$ cat src/rtl/reset_sequencer.sv
// Merges board, HPS and software reset sources into one held reset,
// then releases staged domain resets in index order with a sticky cause log.
module reset_sequencer #(
  parameter int NUM_STAGES  = 3,
  parameter int SYNC_DEPTH  = 2,
  parameter int HOLD_CYCLES = 100,
  parameter int STAGE_GAP   = 16,
  parameter int CNT_WIDTH   = 16
) (
  input  logic                  clk,
  input  logic                  reset_n,
  input  logic                  src_reset_n_in,
  input  logic                  h2f_reset_in,
  input  logic                  sw_reset_req,
  input  logic                  rst_cause_clr,
  output logic [NUM_STAGES-1:0] stage_reset_n,
  output logic                  seq_done,
  output logic [3:0]            rst_cause
);

  typedef enum logic [1:0] {
    S_HOLD,
    S_RELEASE,
    S_RUN
  } state_t;

  localparam logic [CNT_WIDTH-1:0] HOLD_LAST =
    CNT_WIDTH'(HOLD_CYCLES - 1);
  localparam logic [CNT_WIDTH-1:0] GAP_LAST =
    CNT_WIDTH'(STAGE_GAP - 1);
  localparam logic [NUM_STAGES-1:0] FIRST =
    NUM_STAGES'(1);

  logic [SYNC_DEPTH-1:0] r_src_sync;
  logic [SYNC_DEPTH-1:0] r_h2f_sync;
  logic [SYNC_DEPTH-1:0] r_prime;
  state_t                r_state;
  logic [CNT_WIDTH-1:0]  r_cnt;
  logic [NUM_STAGES-1:0] r_stage;
  logic                  r_done;
  logic [3:0]            r_cause;

  state_t                w_state_nxt;
  logic [CNT_WIDTH-1:0]  w_cnt_nxt;
  logic [NUM_STAGES-1:0] w_stage_nxt;
  logic                  w_done_nxt;
  logic [3:0]            w_cause_nxt;
  logic                  w_src_act;
  logic                  w_h2f_act;
  logic                  w_req;

  always_ff @(posedge clk or negedge reset_n) begin
    if (!reset_n) begin
      r_src_sync <= '0;
      r_h2f_sync <= '1;
      r_prime    <= '0;
    end else begin
      r_src_sync <= {r_src_sync[SYNC_DEPTH-2:0], src_reset_n_in};
      r_h2f_sync <= {r_h2f_sync[SYNC_DEPTH-2:0], h2f_reset_in};
      r_prime    <= {r_prime[SYNC_DEPTH-2:0], 1'b1};
    end
  end

  assign w_src_act = ~r_src_sync[SYNC_DEPTH-1];
  assign w_h2f_act = r_h2f_sync[SYNC_DEPTH-1];
  assign w_req     = w_src_act | w_h2f_act | sw_reset_req;

  // Flush values after reset are not real source activity
  assign w_cause_nxt =
    (rst_cause_clr ? 4'b0000 : r_cause) |
    {sw_reset_req,
     w_h2f_act & r_prime[SYNC_DEPTH-1],
     w_src_act & r_prime[SYNC_DEPTH-1],
     1'b0};

  always_ff @(posedge clk or negedge reset_n) begin
    if (!reset_n) begin
      r_state <= S_HOLD;
      r_cnt   <= '0;
      r_stage <= '0;
      r_done  <= 1'b0;
      r_cause <= 4'b0001;
    end else begin
      r_state <= w_state_nxt;
      r_cnt   <= w_cnt_nxt;
      r_stage <= w_stage_nxt;
      r_done  <= w_done_nxt;
      r_cause <= w_cause_nxt;
    end
  end

  always_comb begin
    w_state_nxt = r_state;
    w_cnt_nxt   = r_cnt;
    w_stage_nxt = r_stage;
    w_done_nxt  = r_done;
    unique case (r_state)
      S_HOLD: begin
        w_stage_nxt = '0;
        w_done_nxt  = 1'b0;
        if (w_req) begin
          w_cnt_nxt = '0;
        end else if (r_cnt == HOLD_LAST) begin
          w_cnt_nxt   = '0;
          w_stage_nxt = FIRST;
          if (NUM_STAGES == 1) begin
            w_state_nxt = S_RUN;
            w_done_nxt  = 1'b1;
          end else begin
            w_state_nxt = S_RELEASE;
          end
        end else begin
          w_cnt_nxt = r_cnt + 1'b1;
        end
      end
      S_RELEASE: begin
        if (w_req) begin
          w_state_nxt = S_HOLD;
          w_cnt_nxt   = '0;
          w_stage_nxt = '0;
          w_done_nxt  = 1'b0;
        end else if (r_cnt == GAP_LAST) begin
          w_cnt_nxt   = '0;
          w_stage_nxt = (r_stage << 1) | FIRST;
          if (w_stage_nxt[NUM_STAGES-1]) begin
            w_state_nxt = S_RUN;
            w_done_nxt  = 1'b1;
          end
        end else begin
          w_cnt_nxt = r_cnt + 1'b1;
        end
      end
      S_RUN: begin
        if (w_req) begin
          w_state_nxt = S_HOLD;
          w_cnt_nxt   = '0;
          w_stage_nxt = '0;
          w_done_nxt  = 1'b0;
        end
      end
      default: begin
        w_state_nxt = S_HOLD;
        w_cnt_nxt   = '0;
        w_stage_nxt = '0;
        w_done_nxt  = 1'b0;
      end
    endcase
  end

  assign stage_reset_n = r_stage;
  assign seq_done      = r_done;
  assign rst_cause     = r_cause;

endmodule

$ cat config.mk
export PLATFORM = sky130hd
export DESIGN_NAME = reset_sequencer
export DESIGN_NICKNAME = d
export VERILOG_FILES = /design/src/rtl/reset_sequencer.sv
export SDC_FILE = /design/constraint.sdc
export NUM_CORES = 1
export LEC_CHECK = 0
export CAP_MARGIN = 20
export CORE_MARGIN = 3
export CORE_UTILIZATION = 43
export CTS_CLUSTER_SIZE = 12
export DETAILED_ROUTE_END_ITERATION = 10
export DONT_BUFFER_PORTS = 1
export GPL_TIMING_DRIVEN = 1
export PLACE_DENSITY = 0.55
export SLEW_MARGIN = 20
export SYNTH_ARGS = -nofsm -noshare
export SYNTH_HDL_FRONTEND = slang
export SYNTH_SLANG_ARGS = --single-unit
export TNS_END_PERCENT = 20
$ cat constraint.sdc
create_clock -name clk -period 5.23 [get_ports clk]
set_clock_uncertainty 0.15 [all_clocks]
set_input_delay 1.569 -clock clk [delete_from_list [all_inputs] [get_ports clk]]
set_output_delay 1.569 -clock clk [all_outputs]
set_load 0.1 [all_outputs]
# Yosys cells after proc, flatten, opt, wreduce, memory -nomap -nowiden
# Cells that the tools add are included.
totals:
  input_bits: 6
  regBits: 32
op_classes:
  n_mux: 25
  bitwise: 6
  n_eq_ne: 9
  addsub: 1
  reduce_logical: 4
op_table:
  columns: ["operator", "count"]
  rows:
  - ["16-bit 2-to-1 mux", 5]
  - ["16-bit case mux with 3 select lines", 1]
  - ["16-bit by 1-bit adder with 16-bit output, second input constant", 1]
  - ["16-bit by 4-bit equality test with 1-bit output, second input constant", 1]
  - ["16-bit by 7-bit equality test with 1-bit output, second input constant", 1]
  - ["2-bit 2-to-1 mux", 6]
  - ["3-bit 2-to-1 mux", 3]
  - ["3-bit case mux with 3 select lines", 1]
  - ["1-bit 2-to-1 mux", 6]
  - ["2-bit inequality test, second input constant", 3]
  - ["3-bit inequality test, second input constant", 2]
  - ["2-bit case mux with 3 select lines", 1]
  - ["5-bit AND reduction", 1]
  - ["4-bit 2-to-1 mux", 1]
  - ["4-bit bitwise OR", 1]
  - ["3-bit AND reduction", 1]
  - ["1-bit AND", 2]
  - ["2-bit by 1-bit equality test with 1-bit output, second input constant", 1]
  - ["2-bit equality test, second input constant", 1]
  - ["2-bit zero test", 1]
  - ["1-bit bitwise OR", 2]
  - ["1-bit case mux with 2 select lines", 1]
  - ["2-bit AND reduction", 1]
  - ["1-bit inverter", 1]

# Logic depth before layout (Yosys ltp)
# Gate-level depths: netlist of the first run.
logic_depth:
  word_depth: 5
  depth_mapped: 7

# Worst setup path after synthesis of the first run
# OpenSTA, ideal clock, no wires.
synth_path:
  path_type: "input -> register"
  start: "input port sw_reset_req"
  end: "register r_stage[1] (netlist: stage_reset_n[1])"
  arrival_time_ns: 2.778
  stages: 6
  n_path_buf: 1
  setup_time_ns: 0.110
  path_slack_ns: 2.192
  required_ns: 4.970
  path_cell_list: "nor4b_1 > nand2_1 > a31oi_4 > clkbuf_1 > o21ai_0 > o41ai_1"
synth_between:
  elab_chain_len: 3
  word_cells_on_any_way: 6
synth_rtl:
  columns: ["element", "line", "source"]
  rows:
  - ["start, declared", "14", "input logic sw_reset_req,"]
  - ["1-bit bitwise OR (*)", "66", "assign w_req = w_src_act | w_h2f_act | sw_reset_req;"]
  - ["3-bit 2-to-1 mux (tied with other cells)", "117", "if (w_req) begin"]
  - ["3-bit case mux with 3 select lines or 2-bit AND reduction (tied branches)", null, null]
  - ["end signal, assigned", "86", "r_stage <= w_stage_nxt;"]
  - ["end, declared", "39", "logic [NUM_STAGES-1:0] r_stage;"]
# Every way passes the cells marked *; elsewhere a longest branch is shown, timed or not.
# A chain may end at the register's enable or synchronous reset.

# Worst setup path in the final report of the first run
layout_path:
  start: "input port sw_reset_req"
  end: "register r_done (netlist: seq_done)"
layout_between:
  elab_chain_len: 3
  word_cells_on_any_way: 7
layout_rtl:
  columns: ["element", "line", "source"]
  rows:
  - ["1-bit bitwise OR (*)", "66", null]
  - ["3-bit inequality test (no source line) (tied with other cells)", null, null]
  - ["3-bit AND reduction (no source line) or 1-bit case mux with 2 select lines (tied branches)", null, null]
  - ["end signal, assigned", "87", "r_done <= w_done_nxt;"]
  - ["end, declared", "40", "logic r_done;"]
# Marked as above.

==> qor.txt, run 1 <==
Clk Latency, worst-skew pair - 290 ps
Tmin final - 3174 ps
Number of buffers created by CTS - 5
Slew Limit Headroom - 0.3456
Critical path peak fanout - 16
CTS H-tree depth - 2
Critical Path Start Type - input pin
Worst Path Arrival - 3190 ps
Initial DRC Count - 105
DRC violations left - 0
Max clock buf depth - 2
Placer Congestion - 0.7976
Max Cap Violations - 0
DRT Pass-1 Iters - 4
RSZ-0062 raised after global routing - false
Commonest non-fill, non-tap cell in the layout - dfrtp_1
DP Area - 1627 um^2
CP required - 5240 ps
Crit path max-delay family - simple AND/OR/NAND/NOR gates
Max Clk Rate - 0.3151 GHz
Fraction of layout cells with a size suffix above 1 - 0.1118
Most frequent cells in the layout - 29 x dfrtp_1, 21 x nand2_1, 12 x o21ai_0
Global route overflow - 0
Post-CTS setup buffer count - 0
Slew @ Worst Pin - 981.6 ps
Max incr delay on CP - 830 ps
NumNets Final - 176
Vias in the first global route - 1135
Outcome - complete, no violations
IO Count - 14
HPWL Detailed - 2.254 mm
Final worst-path cycle share - 0.6069
ANT cells - 0
Slew Viols, Final - 0
Yosys warnings - 0
Avg WL per Cell - 15.02 um
DIE AREA - 4477 um^2
Worst VDD drop - 0.0001702 V
Post-synth EDFFs - 0
Final hold slack - 200.6 ps
Total GRT Usage - 0.1648
Yosys reg bits - 32
Critical path cell sequence - or3_1, nor3b_2, nor3b_1, o2bb2a_1
Hold_buf cts - 0
CP Class - in -> reg
IO Port Bufs - 0
Post-route ant nets - 0
Placed instance count - 208
Setup TNS Final - 0 ps
Core footprint - 3442 um^2
Syn Std Cell Area - 1595 um^2
Setup violators final - 0
Largest net degree at the start of global routing - 33
CTS root buffer - clkbuf_8
CP endpoint kind - register
Setup ws final - 2056 ps
Global-route wire length before repair - 5.492 mm
CP max-delay cell - nor3b_2
Cells after Synth - 167
Hold Path Class - reg -> reg
Syn Area/Cell - 9.553 um^2
Pre-CTS setup slack - 1600 ps
Most used flip-flop cell after synthesis - dfrtp_1
Worst-path clk slew - 60 ps
Initial Util - 0.4635
Register area share after synthesis - 0.5043
Vias - 1200
Syn_nets - 174
Area growth syn-to-layout - 9.176%
Crit path buf inv count - 0
FFs w/ async S/R, synth - 1.000
Post-Route WL - 3.244 mm
Die Wd - 66.91 um
PwrDens - 301.2 nW/um^2
Row count - 21
Leak - 0.7631 nW
Die H - 66.91 um
CTS tree - built
Finished Layout Cells - 216
Finished Cell Area - 1742 um^2
FILL cells - 329
Clk sinks - 32
Netlist cell types - 44
Vias per Instance - 5.556
CTS resizes - 0
Antenna violations before repair - 0
Count of final hold-check violations - 0
-- stage by stage --
step	total power (W)	util
5_1_grt	0.0005468	0.5060
6_report	0.0005245	0.5060
3_3_place_gp	0.0002929	0.4726
3_5_place_dp	0.0002934	0.4726
4_1_cts	0.0005313	0.5049
2_1_floorplan	0.0002899	-
-- path summary, 6_finish.rpt --
check / from / end / slack (ps) / cells after the start
max: sw_reset_req / seq_done$_DFFE_PN0P_ / 2060 / 4
max reg2reg: r_src_sync[1]$_DFF_PN0_ / seq_done$_DFFE_PN0P_ / 2890 / 5
max in group asynchronous: reset_n / r_h2f_sync[0]$_DFF_PN1_ / 3920 / 0
min in group asynchronous: reset_n / r_cnt[12]$_DFFE_PN0P_ / 820 / 0
min: r_src_sync[0]$_DFF_PN0_ / r_src_sync[1]$_DFF_PN0_ / 200 / 0
min reg2reg: r_src_sync[0]$_DFF_PN0_ / r_src_sync[1]$_DFF_PN0_ / 200 / 0
-- synth_stat cells, types with 2 or more instances --
master,n,area share
dfrtp_1,29,0.45
nand2_1,21,0.049
o21ai_0,12,0.038
nor2_1,11,0.026
nand3_1,9,0.028
o22ai_1,8,0.031
inv_1,7,0.016
and2_1,6,0.024
a21oi_1,5,0.016
and3_1,5,0.020
clkbuf_1,4,0.0094
nor3_1,4,0.013
dfstp_2,3,0.049
nand4_1,3,0.012
nor2b_1,3,0.012
a22o_1,2,0.011
a22oi_1,2,0.0094
nand2b_1,2,0.0078
nor3b_1,2,0.0094
nor4_1,2,0.0078
o211ai_1,2,0.0094
or4_4,2,0.014
xor2_1,2,0.011
-- metal layers --
layer  GRT usage  share of wire  vias to the layer above
li1            -              -                      604
met1      0.2302           0.51                      570
met2      0.2401           0.45                       21
met3     0.05228          0.039                        5
met4     0.05316         0.0077                        0
met5           0              0                        -
-- flip-flops by register name, indices dropped and copies added, names as in the netlist --
| register | flops |
|---|---|
| r_cnt | 16 |
| r_h2f_sync | 2 |
| r_prime | 2 |
| r_src_sync | 2 |
| r_state | 2 |
| rst_cause | 4 |
| seq_done | 1 |
| stage_reset_n | 3 |
-- worst register-to-register path: stages, from the launching register on --
cell and delay (ps):
dfrtp_1 360, inv_1 60, or3_1 410, nor3b_2 830, nor3b_1 100, o2bb2a_1 320
-- area by class of cell --
type / instances / area [um^2] / share of cell area
sequential: 32 / 804.5 / 0.4619
multi-input combinational: 123 / 742.0 / 0.4260
clock buffer: 5 / 68.82 / 0.03951
tap: 46 / 57.56 / 0.03305
clock inverter: 3 / 42.54 / 0.02443
inverter: 7 / 26.28 / 0.01509
-- logic make-up after synthesis --
| group | share of synthesized area |
|---|---|
| xor+xnor | 0.01098 |
| simple gates | 0.2682 |
| buf+inv | 0.03294 |
| fa+ha+maj | 0.007842 |
| compound gates | 0.1733 |
| other cells | 0.002351 |
| flops | 0.5043 |
-- power by group --
group / total, W / switching, W / internal (W)
Combinational: 0.0000113 / 0.00000579 / 0.00000547
Sequential: 0.000278 / 0.0000217 / 0.000256
Clock: 0.000236 / 0.0000948 / 0.000141
Note: power is estimated with default switching activity, not from simulation.
==> run 2: changes to the inputs <==
--- a/config.mk
+++ b/config.mk
@@ -12,7 +12,7 @@
 export DETAILED_ROUTE_END_ITERATION = 10
 export DONT_BUFFER_PORTS = 1
 export GPL_TIMING_DRIVEN = 1
-export PLACE_DENSITY = 0.55
+export PLACE_DENSITY = 0.57
 export SLEW_MARGIN = 20
 export SYNTH_ARGS = -nofsm -noshare
 export SYNTH_HDL_FRONTEND = slang
==> constraint.sdc (replaced) <==
create_clock -name clk -period 2.59 [get_ports clk]
set_clock_uncertainty 0.15 [all_clocks]
set_input_delay 0.777 -clock clk [delete_from_list [all_inputs] [get_ports clk]]
set_output_delay 0.777 -clock clk [all_outputs]
set_load 0.1 [all_outputs]
==> qor.txt, run 2 (synthesis gave the netlist of run 1 again) <==
Post-CTS setup buffer count - 0 (unchanged)
Die H - 66.91 um (unchanged)
Crit. Startpoint - r_cnt[0]$_DFFE_PN0P_
HPWL Detailed - 2.507 mm (+11%)
CTS resizes - 0 (unchanged)
Finished Layout Cells - 225 (+4.2%)
Slew @ Worst Pin - 964.3 ps (-17.35 ps)
Max clock buf depth - 2 (unchanged)
Antenna violations before repair - 0 (unchanged)
Tmin final - 2232 ps
Fraction of layout cells with a size suffix above 1 - 0.1453 (+0.03349)
ANT cells - 0 (unchanged)
Clk sinks - 32 (unchanged)
Reg area - 804.5 um^2 (unchanged)
DRC violations left - 0 (unchanged)
Worst Path Arrival - 2230 ps (-960 ps)
CP Class - reg -> reg
Placer Congestion - 0.8370 (+4.9%)
Initial DRC Count - 92 (-12%)
CTS H-tree depth - 2 (unchanged)
Count of final hold-check violations - 0 (unchanged)
Vias per Instance - 5.769 (+3.8%)
Setup violators final - 0 (unchanged)
Leak - 0.8115 nW (+6.4%)
IO Count - 14 (unchanged)
Reg2Reg Setup Slack - 360 ps (-2530 ps)
Placed instance count - 217 (+4.3%)
Total GRT Usage - 0.1817 (+0.01683)
CTS root buffer - clkbuf_8
Row count - 21 (unchanged)
Outcome - complete, no violations
Area occupied by multi-input gates - 738.2 um^2 (-0.51%)
CP endpoint kind - register
Area growth syn-to-layout - 12.94%
Commonest non-fill, non-tap cell in the layout - dfrtp_1
Setup ws final - 357.9 ps (-1698 ps)
RSZ-0062 raised after global routing - false
DIE AREA - 4477 um^2 (unchanged)
Pre-CTS setup slack - 151.8 ps (-1448 ps)
CTS tree - built
Hold_buf cts - 0 (unchanged)
Worst VDD drop - 0.0004308 V (+150%)
Initial Util - 0.4635 (unchanged)
Max reg flops - 16 (unchanged)
Hold Path Class - in -> async
Setup TNS Final - 0 ps (unchanged)
Tot Pwr - 0.001055 W (+100%)
Worst Setup EP - r_cnt[8]$_DFFE_PN0P_
Most frequent cells in the layout - 29 x dfrtp_1, 21 x nand2_1, 12 x o21ai_0
CP required - 2590 ps (-2650 ps)
Global route overflow - 0 (unchanged)
NumNets Final - 185 (+5.1%)
PwrDens - 585.3 nW/um^2 (+94%)
Clk Latency, worst-skew pair - 280 ps (about the same)
Avg WL per Cell - 15.53 um (+3.4%)
Critical path peak fanout - 16 (unchanged)
Slew Limit Headroom - 0.3571 (+0.01156)
Final worst-path cycle share - 0.8618
Max Clk Rate - 0.4480 GHz
Number of buffers created by CTS - 5 (unchanged)
Crit Reg-Reg Startpoint - r_cnt[0]$_DFFE_PN0P_
Core footprint - 3442 um^2 (unchanged)
Post-Route WL - 3.494 mm (+7.7%)
DRT Pass-1 Iters - 4 (unchanged)
Largest net degree at the start of global routing - 33 (unchanged)
Global-route wire length before repair - 6.009 mm (+9.4%)
Worst-path clk slew - 70 ps (about the same)
Vias in the first global route - 1255 (+11%)
FF-to-FF path depth - 7 (+2)
Critical Path Start Type - register
Most flops, register - r_cnt
Max Cap Violations - 0 (unchanged)
Slew Viols, Final - 0 (unchanged)
Final hold slack - 34.91 ps (-165.7 ps)
Vias - 1298 (+8.2%)
IO Port Bufs - 0 (unchanged)
FF-to-FF End - r_cnt[8]$_DFFE_PN0P_
Die Wd - 66.91 um (unchanged)
Post-route ant nets - 0 (unchanged)
FILL cells - 317 (-3.6%)
run 2: routing by layer:
metal,global-route usage,share of wire
met1,0.2444,0.48
met2,0.2686,0.47
met3,0.05396,0.042
met4,0.07848,0.013
met5,0,0
run 2: worst min-delay path by stage:
stage                                    to  cells after the start                     from
2_1_floorplan          r_prime[1]$_DFF_PN0_                      0     r_prime[0]$_DFF_PN0_
3_3_place_gp        r_src_sync[1]$_DFF_PN0_                      0  r_src_sync[0]$_DFF_PN0_
3_5_place_dp        r_src_sync[1]$_DFF_PN0_                      0  r_src_sync[0]$_DFF_PN0_
4_1_cts        stage_reset_n[0]$_DFFE_PN0P_                      0                  reset_n
5_1_grt        stage_reset_n[0]$_DFFE_PN0P_                      0                  reset_n
6_report       stage_reset_n[0]$_DFFE_PN0P_                      0                  reset_n
run 2: power by group:
group	switching [W]	internal, W	leakage (nW)	total [W]
clock network	0.000178	0.000285	0.0552	0.000463
logic	0.0000440	0.0000167	0.337	0.0000608
registers	0.0000136	0.000518	0.419	0.000531
total	0.000235	0.000819	0.812	0.00105
run 2: per-stage QoR:
stage | area [um^2] | utilization
2_1_floorplan | 1595 | -
3_3_place_gp | 1694 | 0.4922
3_5_place_dp | 1694 | 0.4922
4_1_cts | 1802 | 0.5234
5_1_grt | 1802 | 0.5234
6_report | 1802 | 0.5234
run 2: worst max-delay path: stages (launching register included):
cell and delay [ps]:
dfrtp_1 410, ha_1 220, nand3_1 190, nor3_1 350, a31oi_4 170, buf_4 230, nor2_1 250, o211ai_1 140
run 2: cell type report:
class,instances,area share
Clock inverter,2,0.01944
Tap cell,46,0.03194
Sequential cell,32,0.4465
Inverter,7,0.01458
Multi-Input combinational cell,123,0.4097
Clock buffer,6,0.04028
Timing Repair Buffer,9,0.03750
